[config.mk]
export PLATFORM = sky130hd
export DESIGN_NAME = alu_req_scheduler_flat
export DESIGN_NICKNAME = d
export VERILOG_FILES = /design/src/rtl/alu_pkg.sv /design/src/rtl/alu_req_scheduler_if.sv /design/src/rtl/rr_arbiter2.sv /design/src/rtl/alu_req_scheduler.sv /design/src/flat_wrapper.sv
export SDC_FILE = /design/constraint.sdc
export NUM_CORES = 1
export LEC_CHECK = 0
export ABC_AREA = 1
export CAP_MARGIN = 20
export CORE_MARGIN = 3
export CORE_UTILIZATION = 40
export CTS_CLUSTER_SIZE = 14
export DETAILED_ROUTE_END_ITERATION = 10
export HOLD_SLACK_MARGIN = 0.15
export PLACE_DENSITY = 0.86
export SYNTH_ARGS = -nofsm -noshare
export SYNTH_HDL_FRONTEND = slang
export SYNTH_SLANG_ARGS = --single-unit
[constraint.sdc]
create_clock -name clk -period 1.7 [get_ports clk]
set_input_delay 0.17 -clock clk [delete_from_list [all_inputs] [get_ports clk]]
set_output_delay 0.17 -clock clk [all_outputs]
set_load 0.005 [all_outputs]
[src/rtl/alu_pkg.sv]
// rtl/alu_pkg.sv - shared function-code fields, unit encodings and FSM states
package alu_pkg;

  localparam int FUN_W        = 4;
  localparam int FUN_UNIT_LSB = 2;
  localparam int FUN_SUB_LSB  = 0;

  typedef enum logic [1:0] {
    UNIT_ARITH = 2'b00,
    UNIT_LOGIC = 2'b01,
    UNIT_CMP   = 2'b10,
    UNIT_SHIFT = 2'b11
  } unit_sel_e;

  typedef enum logic [1:0] {
    ST_IDLE  = 2'b00,
    ST_ISSUE = 2'b01,
    ST_WAIT  = 2'b10,
    ST_DONE  = 2'b11
  } state_e;

  typedef struct packed {
    unit_sel_e  unit;
    logic [1:0] sub;
  } fun_dec_t;

  // Split a 4-bit function code into unit select and sub-function.
  function automatic fun_dec_t decode_fun(input logic [FUN_W-1:0] fun);
    fun_dec_t d;
    d.unit = unit_sel_e'(fun[FUN_UNIT_LSB +: 2]);
    d.sub  = fun[FUN_SUB_LSB +: 2];
    return d;
  endfunction

  // One-hot enable vector, bit index equals the unit encoding.
  function automatic logic [3:0] unit_onehot(input unit_sel_e u);
    logic [3:0] oh;
    oh    = 4'b0000;
    oh[u] = 1'b1;
    return oh;
  endfunction

endpackage

[src/rtl/alu_req_scheduler_if.sv]
// rtl/alu_req_scheduler_if.sv - requester, response and ALU-side signal bundle
interface alu_req_scheduler_if #(
  parameter int IN_WIDTH  = 8,
  parameter int OUT_WIDTH = 16
);

  logic [1:0]            req_valid;
  logic [1:0]            req_ready;
  logic [2*IN_WIDTH-1:0] req_a;
  logic [2*IN_WIDTH-1:0] req_b;
  logic [7:0]            req_fun;

  logic                  rsp_valid;
  logic                  rsp_ready;
  logic                  rsp_id;
  logic [OUT_WIDTH-1:0]  rsp_data;
  logic                  rsp_flag;

  logic [IN_WIDTH-1:0]   alu_a;
  logic [IN_WIDTH-1:0]   alu_b;
  logic [1:0]            alu_fun;
  logic                  arith_en;
  logic                  logic_en;
  logic                  cmp_en;
  logic                  shift_en;
  logic [OUT_WIDTH-1:0]  alu_out;
  logic                  alu_flag;

  // Scheduler side.
  modport slave (
    input  req_valid, req_a, req_b, req_fun, rsp_ready, alu_out, alu_flag,
    output req_ready, rsp_valid, rsp_id, rsp_data, rsp_flag,
    output alu_a, alu_b, alu_fun, arith_en, logic_en, cmp_en, shift_en
  );

  // Clients plus ALU side.
  modport master (
    output req_valid, req_a, req_b, req_fun, rsp_ready, alu_out, alu_flag,
    input  req_ready, rsp_valid, rsp_id, rsp_data, rsp_flag,
    input  alu_a, alu_b, alu_fun, arith_en, logic_en, cmp_en, shift_en
  );

endinterface

[src/rtl/rr_arbiter2.sv]
// rtl/rr_arbiter2.sv - two-input round-robin grant, purely combinational
module rr_arbiter2 (
  input  logic [1:0] i_req_valid,
  input  logic       i_rr_ptr,
  output logic       o_gnt_idx,
  output logic       o_gnt_valid
);

  // A lone requester wins outright; on contention the pointer decides.
  always_comb begin
    o_gnt_valid = |i_req_valid;
    o_gnt_idx   = 1'b0;
    case (i_req_valid)
      2'b01:   o_gnt_idx = 1'b0;
      2'b10:   o_gnt_idx = 1'b1;
      2'b11:   o_gnt_idx = i_rr_ptr;
      default: o_gnt_idx = 1'b0;
    endcase
  end

endmodule

[src/rtl/alu_req_scheduler.sv]
// rtl/alu_req_scheduler.sv - shares one multi-unit ALU between two requesters
module alu_req_scheduler
  import alu_pkg::*;
#(
  parameter int IN_WIDTH  = 8,
  parameter int OUT_WIDTH = 16,
  parameter int UNIT_LAT  = 1
) (
  input  logic               clk,
  input  logic               RST,
  alu_req_scheduler_if.slave bus
);

  // Counter reload; UNIT_LAT is expected in 1..7 so it fits three bits.
  localparam logic [2:0] LAT_LOAD = 3'(UNIT_LAT - 1);

  state_e                r_state;
  logic                  r_rr_ptr;
  logic [2:0]            r_lat_cnt;
  logic [3:0]            r_en;
  logic [IN_WIDTH-1:0]   r_alu_a;
  logic [IN_WIDTH-1:0]   r_alu_b;
  logic [1:0]            r_alu_fun;
  logic                  r_id;
  logic                  r_rsp_valid;
  logic [OUT_WIDTH-1:0]  r_rsp_data;
  logic                  r_rsp_flag;

  logic                  w_gnt_idx;
  logic                  w_gnt_valid;
  logic                  w_accept;
  logic [IN_WIDTH-1:0]   w_sel_a;
  logic [IN_WIDTH-1:0]   w_sel_b;
  logic [FUN_W-1:0]      w_sel_fun;
  fun_dec_t              w_dec;

  rr_arbiter2 u_arb (
    .i_req_valid (bus.req_valid),
    .i_rr_ptr    (r_rr_ptr),
    .o_gnt_idx   (w_gnt_idx),
    .o_gnt_valid (w_gnt_valid)
  );

  assign w_sel_a   = w_gnt_idx ? bus.req_a[2*IN_WIDTH-1:IN_WIDTH] : bus.req_a[IN_WIDTH-1:0];
  assign w_sel_b   = w_gnt_idx ? bus.req_b[2*IN_WIDTH-1:IN_WIDTH] : bus.req_b[IN_WIDTH-1:0];
  assign w_sel_fun = w_gnt_idx ? bus.req_fun[7:4] : bus.req_fun[3:0];
  assign w_dec     = decode_fun(w_sel_fun);

  // Accept only from IDLE and never on a reset cycle, so a requester is
  // never told it was taken when the edge is about to discard the grant.
  assign w_accept      = (r_state == ST_IDLE) && w_gnt_valid && !RST;
  assign bus.req_ready = w_accept ? (w_gnt_idx ? 2'b10 : 2'b01) : 2'b00;

  assign bus.rsp_valid = r_rsp_valid;
  assign bus.rsp_id    = r_id;
  assign bus.rsp_data  = r_rsp_data;
  assign bus.rsp_flag  = r_rsp_flag;
  assign bus.alu_a     = r_alu_a;
  assign bus.alu_b     = r_alu_b;
  assign bus.alu_fun   = r_alu_fun;
  assign bus.arith_en  = r_en[0];
  assign bus.logic_en  = r_en[1];
  assign bus.cmp_en    = r_en[2];
  assign bus.shift_en  = r_en[3];

  // Scheduler FSM: grant, issue a one-cycle enable, wait the unit latency,
  // capture and hold the result until the consumer takes it.
  always_ff @(posedge clk) begin
    if (RST) begin
      r_state     <= ST_IDLE;
      r_rr_ptr    <= 1'b0;
      r_lat_cnt   <= 3'd0;
      r_en        <= 4'b0000;
      r_alu_a     <= '0;
      r_alu_b     <= '0;
      r_alu_fun   <= 2'b00;
      r_id        <= 1'b0;
      r_rsp_valid <= 1'b0;
      r_rsp_data  <= '0;
      r_rsp_flag  <= 1'b0;
    end else begin
      case (r_state)
        ST_IDLE: begin
          if (w_gnt_valid) begin
            r_alu_a   <= w_sel_a;
            r_alu_b   <= w_sel_b;
            r_alu_fun <= w_dec.sub;
            r_id      <= w_gnt_idx;
            r_en      <= unit_onehot(w_dec.unit);
            r_state   <= ST_ISSUE;
          end
        end
        ST_ISSUE: begin
          r_en      <= 4'b0000;
          r_lat_cnt <= LAT_LOAD;
          r_state   <= ST_WAIT;
        end
        ST_WAIT: begin
          if (r_lat_cnt == 3'd0) begin
            r_rsp_data  <= bus.alu_out;
            r_rsp_flag  <= bus.alu_flag;
            r_rsp_valid <= 1'b1;
            r_state     <= ST_DONE;
          end else begin
            r_lat_cnt <= r_lat_cnt - 3'd1;
          end
        end
        ST_DONE: begin
          if (bus.rsp_ready) begin
            r_rsp_valid <= 1'b0;
            r_rr_ptr    <= ~r_id;
            r_state     <= ST_IDLE;
          end
        end
        default: begin
          r_en    <= 4'b0000;
          r_state <= ST_IDLE;
        end
      endcase
    end
  end

endmodule

[src/flat_wrapper.sv]
// flat-port wrapper written by rule: the top's interface ports become plain ports
module alu_req_scheduler_flat import alu_pkg::*;
#(
  parameter int IN_WIDTH  = 8,
  parameter int OUT_WIDTH = 16,
  parameter int UNIT_LAT  = 1
)
  (clk, RST, bus_req_valid, bus_req_a, bus_req_b, bus_req_fun, bus_rsp_ready, bus_alu_out, bus_alu_flag, bus_req_ready, bus_rsp_valid, bus_rsp_id, bus_rsp_data, bus_rsp_flag, bus_alu_a, bus_alu_b, bus_alu_fun, bus_arith_en, bus_logic_en, bus_cmp_en, bus_shift_en);
  alu_req_scheduler_if #(.IN_WIDTH(IN_WIDTH), .OUT_WIDTH(OUT_WIDTH)) bus_i ();
  input  logic clk;
  input  logic RST;
  input wire logic [$bits(bus_i.req_valid)-1:0] bus_req_valid;
  input wire logic [$bits(bus_i.req_a)-1:0] bus_req_a;
  input wire logic [$bits(bus_i.req_b)-1:0] bus_req_b;
  input wire logic [$bits(bus_i.req_fun)-1:0] bus_req_fun;
  input wire logic [$bits(bus_i.rsp_ready)-1:0] bus_rsp_ready;
  input wire logic [$bits(bus_i.alu_out)-1:0] bus_alu_out;
  input wire logic [$bits(bus_i.alu_flag)-1:0] bus_alu_flag;
  output wire logic [$bits(bus_i.req_ready)-1:0] bus_req_ready;
  output wire logic [$bits(bus_i.rsp_valid)-1:0] bus_rsp_valid;
  output wire logic [$bits(bus_i.rsp_id)-1:0] bus_rsp_id;
  output wire logic [$bits(bus_i.rsp_data)-1:0] bus_rsp_data;
  output wire logic [$bits(bus_i.rsp_flag)-1:0] bus_rsp_flag;
  output wire logic [$bits(bus_i.alu_a)-1:0] bus_alu_a;
  output wire logic [$bits(bus_i.alu_b)-1:0] bus_alu_b;
  output wire logic [$bits(bus_i.alu_fun)-1:0] bus_alu_fun;
  output wire logic [$bits(bus_i.arith_en)-1:0] bus_arith_en;
  output wire logic [$bits(bus_i.logic_en)-1:0] bus_logic_en;
  output wire logic [$bits(bus_i.cmp_en)-1:0] bus_cmp_en;
  output wire logic [$bits(bus_i.shift_en)-1:0] bus_shift_en;
  assign bus_i.req_valid = bus_req_valid;
  assign bus_i.req_a = bus_req_a;
  assign bus_i.req_b = bus_req_b;
  assign bus_i.req_fun = bus_req_fun;
  assign bus_i.rsp_ready = bus_rsp_ready;
  assign bus_i.alu_out = bus_alu_out;
  assign bus_i.alu_flag = bus_alu_flag;
  assign bus_req_ready = bus_i.req_ready;
  assign bus_rsp_valid = bus_i.rsp_valid;
  assign bus_rsp_id = bus_i.rsp_id;
  assign bus_rsp_data = bus_i.rsp_data;
  assign bus_rsp_flag = bus_i.rsp_flag;
  assign bus_alu_a = bus_i.alu_a;
  assign bus_alu_b = bus_i.alu_b;
  assign bus_alu_fun = bus_i.alu_fun;
  assign bus_arith_en = bus_i.arith_en;
  assign bus_logic_en = bus_i.logic_en;
  assign bus_cmp_en = bus_i.cmp_en;
  assign bus_shift_en = bus_i.shift_en;
  alu_req_scheduler #(.IN_WIDTH(IN_WIDTH), .OUT_WIDTH(OUT_WIDTH), .UNIT_LAT(UNIT_LAT)) u_core (.clk(clk), .RST(RST), .bus(bus_i));
endmodule
==> results of run 1 <==
-- tightest hold or removal path: cells and delay by family --
| kind | cells | cell delay, ns |
|---|---|---|
| simple gates | 1 | 0.06 |
| buf+inv | 1 | 0.40 |
| compound gates | 1 | 0.05 |
-- sequential cells by signal, indices dropped and copies added, names as in the netlist, 2 cells and up --
signal,cells
u_core.bus.rsp_data,16
u_core.bus.alu_a,8
u_core.bus.alu_b,8
u_core.r_en,4
u_core.r_lat_cnt,3
u_core.bus.alu_fun,2
u_core.r_state,2
-- per-layer routing --
layer	share of wire (%)	GRT usage (%)	routed length, um	up-vias
met4	0.92	4.72	53	0
met2	48	32.0	2780	93
li1	-	-	-	1121
met3	8.0	6.88	463	6
met1	43	24.3	2470	964
met5	0	0	0	-
-- power breakdown --
group	internal, mW	switching (mW)	total [mW]
Sequential	1.41	0.178	1.59
Combinational	0.954	0.795	1.75
Clock	0.446	0.401	0.847
-- path summary, 6_finish.rpt --
kind	from	end	slack [ns]	depth (start not counted)
max	u_core.r_state[0]	bus_req_ready[1]	0.13	7
min	bus_alu_out[9]	u_core.bus.rsp_data[9]	0.42	3
max reg2reg	u_core.r_state[0]	u_core.r_state[1]	0.24	7
min reg2reg	u_core.bus.rsp_flag	u_core.bus.rsp_flag	0.47	2
-- layout by cell type, fill, tap and decap left out, types with 5 or more instances in the layout --
master,count
a21oi_1,26
clkbuf_8,5
buf_4,13
nand2_1,90
a31oi_1,18
inv_1,11
o21ai_0,11
nor2_1,7
ha_1,6
dfxtp_1,45
o21ai_1,9
clkdlybuf4s50_1,102
nand3_1,14
-- stage by stage --
stage,setup slack (ns),instances,total power [mW]
floorplan,0.447,272,2.44
global placement,-0.0575,442,3.27
detailed placement,-0.0689,442,3.33
CTS,0.0881,450,4.22
global route,0.0114,450,4.49
finish,0.128,450,4.18
-- timing repair --
action | CTS | global route
resized for setup | 8 | 1
pin swaps | 1 | 0
endpoints found under the setup margin | 2 | 1
hold endpoints to repair | 0 | 0
-- cells by family (layout without fill, tap and decap cells) --
family / count (synthesis) / in the layout
compound gates: 69 / 69
flops: 47 / 47
buf+inv: 31 / 142
simple gates: 118 / 118
fa+ha+maj: 7 / 7
-- layout make-up --
cell class | instances | area (um^2)
Fill cell | 416 | 1570
Clock buffer | 5 | 68.8
Timing Repair Buffer | 117 | 1140
Multi-Input combinational cell | 194 | 987
Sequential cell | 47 | 943
Clock inverter | 3 | 47.5
Inverter | 17 | 68.8
Tap cell | 67 | 83.8
==> impl_metrics.csv, run 1 <==
group,metric,value,unit
run_status,outcome,"completed",
finish,finish.utilization,67.9,%
floorplan,dieArea,6160,um^2
finish,areaGrowthSynthToFinish,58.7,%
logic_synthesis,syn_inst,272,
logic_synthesis,ys_ff_latch,47,
setup_path,cp_slowest_cell,"dfxtp_2",
setup_path,crit_chain,"inv_2 -> ha_4 -> o21ai_4 -> inv_4 -> nand2_1 -> nor2_1 -> dlygate4sd2_1",
logic_synthesis,yosys.area_share.simple,23.5,%
logic_synthesis,syn_area,2100,um^2
clock_network,cts_num_sinks,47,
timing,fin_setup_tns,0,ns
setup_path,cp-end-kind,"primary output",
logic_synthesis,synth_xor_area_share,0,%
grt,grt_util_all_layers,19.5,%
logic_synthesis,yosysMostFrequentCell,"nand2_1",
clock_network,postCtsSetupRepairBufs,0,
clock_network,clkTransAtPathRegs,0.09,ns
setup_path,crit_family,"flip-flops",
timing,worstMarginPinSlew,0.340,ns
logic_synthesis,synth_mux_area_share,0,%
finish,antenna_cells,0,
setup_path,cp.arrival,1.40,ns
route,route.detailed.drc,0,
timing,finalClockSkew,0.00376,ns
setup_path,cp-start-kind,"flop",
grt,antenna_found_initial,0,
placed_design,place_area,3210,um^2
floorplan,die_width,78.5,um
worst_hold_path,min_path_type,"input port to flop",
finish,finalInstanceArea,3340,um^2
logic_synthesis,avgSynthCellArea,7.73,um^2
grt,grt_start_max_net_pins,37,
logic_synthesis,yosysTopAreaCell,"dfxtp_1",
grt,grt_pass1_wl,9650,um
logic_synthesis,netlist.area_leader.share,44.8,%
power_and_ir_drop,vdd_drop_max,0.000624,V
logic_synthesis,netlist_top_cells_count,"nand2_1, dfxtp_1, a21oi_1, a31oi_1, nand3_1",
timing,setup_viol,0,
finish,final_nets,451,
route,wl_per_cell,12.8,um
floorplan,core,4910,um^2
clock_network,cts_tree,"done",
clock_network,clock_path_buffers,2,
clock_network,clock-root-buffer,"clkbuf_8",
clock_network,cts_inserted_buffers,5,
timing,timing.hold.ws,0.417,ns
timing,max_freq,636,MHz
placed_design,portBuffers,104,
logic_synthesis,ys_seq_area_share,44.8,%
logic_synthesis,async_flop_share,0,%
timing,slew_headroom,77.1,%
power_and_ir_drop,p_leak,1.32,nW
power_and_ir_drop,power_per_cell_area,1250,nW/um^2
timing,grt_setup_unrepaired,"no",
grt,grt_overflow_total,0,
logic_synthesis,dominantRegCellSynth,"dfxtp_1",
timing,fin_crit_sh,92.5,%
route,vias,2184,
setup_path,required,1.53,ns
placed_design,dp_hpwl,4400,um
floorplan,start_util,42.8,%
floorplan,rows,25,
timing,fin_crit,1.57,ns
route,antenna_left,0,
timing,hold_viol,0,
grt,grt_pass1_vias,2053,
logic_synthesis,syn-num-nets,341,
logic_synthesis,synth_compound_area_share,18.7,%
floorplan,ios,105,
setup_path,path_buf_inv,3,
setup_path,crit_type,"flop to primary output",
timing,final-max-slew-violation-count,0,
job,max_cap_viol_count,0,
finish,layout-drive-gt1-share,10.2,%
clock_network,ctsHoldBuffers,0,
placed_design,place.gp.congestion,0.836,
logic_synthesis,synth-edff-count,0,
route,drt-pass1-iter-count,5,
logic_synthesis,synth_adder_area_share,4.17,%
route,first_iter_violations,49,
setup_path,cpPeakStageDelay,0.37,ns
logic_synthesis,synthDistinctLibCells,25,
logic_synthesis,ys_top_cells_by_area,"dfxtp_1, nand2_1, a21oi_1, a31oi_1, buf_6",
clock_network,htreeDepth,2,
route,vias_per_cell,4.85,
logic_synthesis,synth_top_family_by_area,"simple AND/OR/NAND/NOR gates",
route,wl,5770,um
setup_path,worst-path-max-fanout,3,
clock_network,clock_latency,0.30,ns
logic_synthesis,ys_warn_count,0,
floorplan,fp.dieH,78.5,um
(Power assumes the default switching activity.)
==> run 2, diff against run 1 <==
--- a/config.mk
+++ b/config.mk
@@ -6,7 +6,7 @@
 export NUM_CORES = 1
 export LEC_CHECK = 0
 export ABC_AREA = 1
-export CAP_MARGIN = 20
+export CAP_MARGIN = 15
 export CORE_MARGIN = 3
 export CORE_UTILIZATION = 40
 export CTS_CLUSTER_SIZE = 14
==> results of run 2 <==
Same layout as run 1: the final DEF is identical, and so are final timing and power.
==> run 3, diff against run 2 <==
--- a/config.mk
+++ b/config.mk
@@ -7,8 +7,10 @@
 export LEC_CHECK = 0
 export ABC_AREA = 1
 export CAP_MARGIN = 15
+export CORE_ASPECT_RATIO = 2
 export CORE_MARGIN = 3
 export CORE_UTILIZATION = 40
+export CTS_CLUSTER_DIAMETER = 200
 export CTS_CLUSTER_SIZE = 14
 export DETAILED_ROUTE_END_ITERATION = 10
 export HOLD_SLACK_MARGIN = 0.15
==> run 3 against run 2 <==
Compared with the run above: first-iteration DRC count rose by 27%; sequential share of layout area is 0.21 points higher; via count shrank 0.55%; sequential power is essentially flat; clock-buffer cell count increased by 1; flip-flop and latch count stayed put; core utilization is 1.3 points lower; routed wire length down 9.5%; critical path depth unchanged; cell count fell by 2.4%; die area grew 0.86%; largest power group unchanged.
==> impl_metrics.csv, run 3 (synthesis gave the netlist of run 1 again) <==
group,metric,value,unit
run_status,outcome,"completed",
job,max_cap_viol_count,0,
timing,finalClockSkew,0.00634,ns
finish,stdcell_count,439,
finish,largest_reg_flops,16,
timing,fin_setup_tns,0,ns
setup_path,cp-end-kind,"primary output",
power_and_ir_drop,power_per_cell_area,1200,nW/um^2
clock_network,clock_path_buffers,2,
placed_design,portBuffers,104,
route,vias,2172,
placed_design,dp.cells,432,
floorplan,rows,36,
route,route.detailed.drc,0,
clock_network,cts_tree,"done",
timing,fin_crit_sh,95.9,%
timing,fin_crit,1.63,ns
grt,busiest_layer,"met2",
grt,met1_usage,18.3,%
floorplan,start_util,42.4,%
placed_design,dp_hpwl,4130,um
floorplan,core,4950,um^2
setup_path,cp-start-kind,"flop",
grt,grt_start_max_net_pins,37,
timing,timing.hold.ws,0.434,ns
finish,areaGrowthSynthToFinish,57.1,%
route,vias_per_cell,4.95,
worst_hold_path,min_path_type,"input port to flop",
route,antenna_left,0,
finish,antenna_cells,0,
timing,max_freq,613,MHz
timing,setup_viol,0,
floorplan,ios,105,
route,wl,5220,um
clock_network,ctsHoldBuffers,0,
grt,met3_usage,5.02,%
power_and_ir_drop,vdd_drop_max,0.000937,V
grt,antenna_found_initial,0,
setup_path,worst-path-max-fanout,3,
route,drt-pass1-iter-count,4,
finish,final_cell_mix,"clkdlybuf4s50_1, nand2_1, dfxtp_1",
clock_network,cts_num_sinks,47,
setup_path,required,1.53,ns
timing,hold_viol,0,
grt,grt_pass1_vias,2184,
clock_network,clock-root-buffer,"clkbuf_8",
timing,slew_headroom,77.0,%
grt,grt_pass1_wl,9270,um
timing,grt_setup_unrepaired,"no",
finish,fillers,404,
grt,grt_overflow_total,0,
setup_path,cp.arrival,1.46,ns
floorplan,fp.dieH,109,um
clock_network,clkTransAtPathRegs,0.08,ns
finish,final_common_cell,"clkdlybuf4s50_1",
placed_design,place.gp.congestion,0.835,
floorplan,die_width,57.3,um
power_and_ir_drop,p_leak,1.31,nW
timing,final-max-slew-violation-count,0,
power_and_ir_drop,power,3.96,mW
route,first_iter_violations,62,
clock_network,clock_latency,0.29,ns
grt,grt_util_all_layers,18.2,%
clock_network,cts_inserted_buffers,5,
grt,use_met2,35.1,%
floorplan,dieArea,6210,um^2
clock_network,htreeDepth,2,
finish,final_nets,451,
route,wl_per_cell,11.9,um
timing,worstMarginPinSlew,0.342,ns
finish,layout-drive-gt1-share,9.69,%
setup_path,crit_type,"flop to primary output",
[run 3: repair_timing]
item                                   CTS  global route
buffers inserted                         0             0
endpoints found under the hold margin    0             0
pin swaps                                0             0
setup endpoints to repair                2             2
cloned                                   0             0
gates resized for setup                  5             3
[run 3: path summary, 6_finish.rpt]
kind	start	endpoint	slack, ns	cells after the start
worst min-delay path	bus_alu_out[6]	u_core.bus.rsp_data[6]	0.43	3
worst max register to register	u_core.r_state[0]	u_core.r_lat_cnt[0]	0.20	6
worst min register to register	u_core.bus.rsp_data[11]	u_core.bus.rsp_data[11]	0.46	2
worst max-delay path	u_core.r_state[1]	bus_req_ready[1]	0.07	7
[run 3: worst max-delay path, stage by stage, from the launching register on]
cell and delay (ns):
dfxtp_1 0.38, inv_1 0.10, ha_4 0.18, o21ai_4 0.07
inv_4 0.04, nand2_1 0.09, nor2_1 0.05, dlygate4sd2_1 0.26
[run 3: metal layers]
layer	share of wire, %	vias up
met3	7.2	6
met5	0	-
li1	-	1117
met4	1.4	0
met1	36	971
met2	55	78
[run 3: cell type report]
cell class	instances	area, um^2	area share, %
Clock buffer	6	82.6	2.50
Clock inverter	1	5.00	0.152
Inverter	17	68.8	2.08
Multi-Input combinational cell	194	997	30.2
Sequential cell	47	941	28.5
Tap cell	57	71.3	2.16
Timing Repair Buffer	117	1140	34.4
[run 3: power breakdown]
part | internal, mW | switching, mW
Clock | 0.319 | 0.337
Combinational | 0.960 | 0.776
Sequential | 1.40 | 0.163
Total | 2.68 | 1.28
[run 3: per-stage QoR]
step	cell area, um^2	setup slack (ns)	utilization [%]
finish	3300	0.0694	66.7
global route	3300	0.000459	66.7
CTS	3290	0.0655	66.4
detailed placement	3190	-0.0337	64.5
global placement	3190	-0.0510	64.5
floorplan	2100	0.447	-
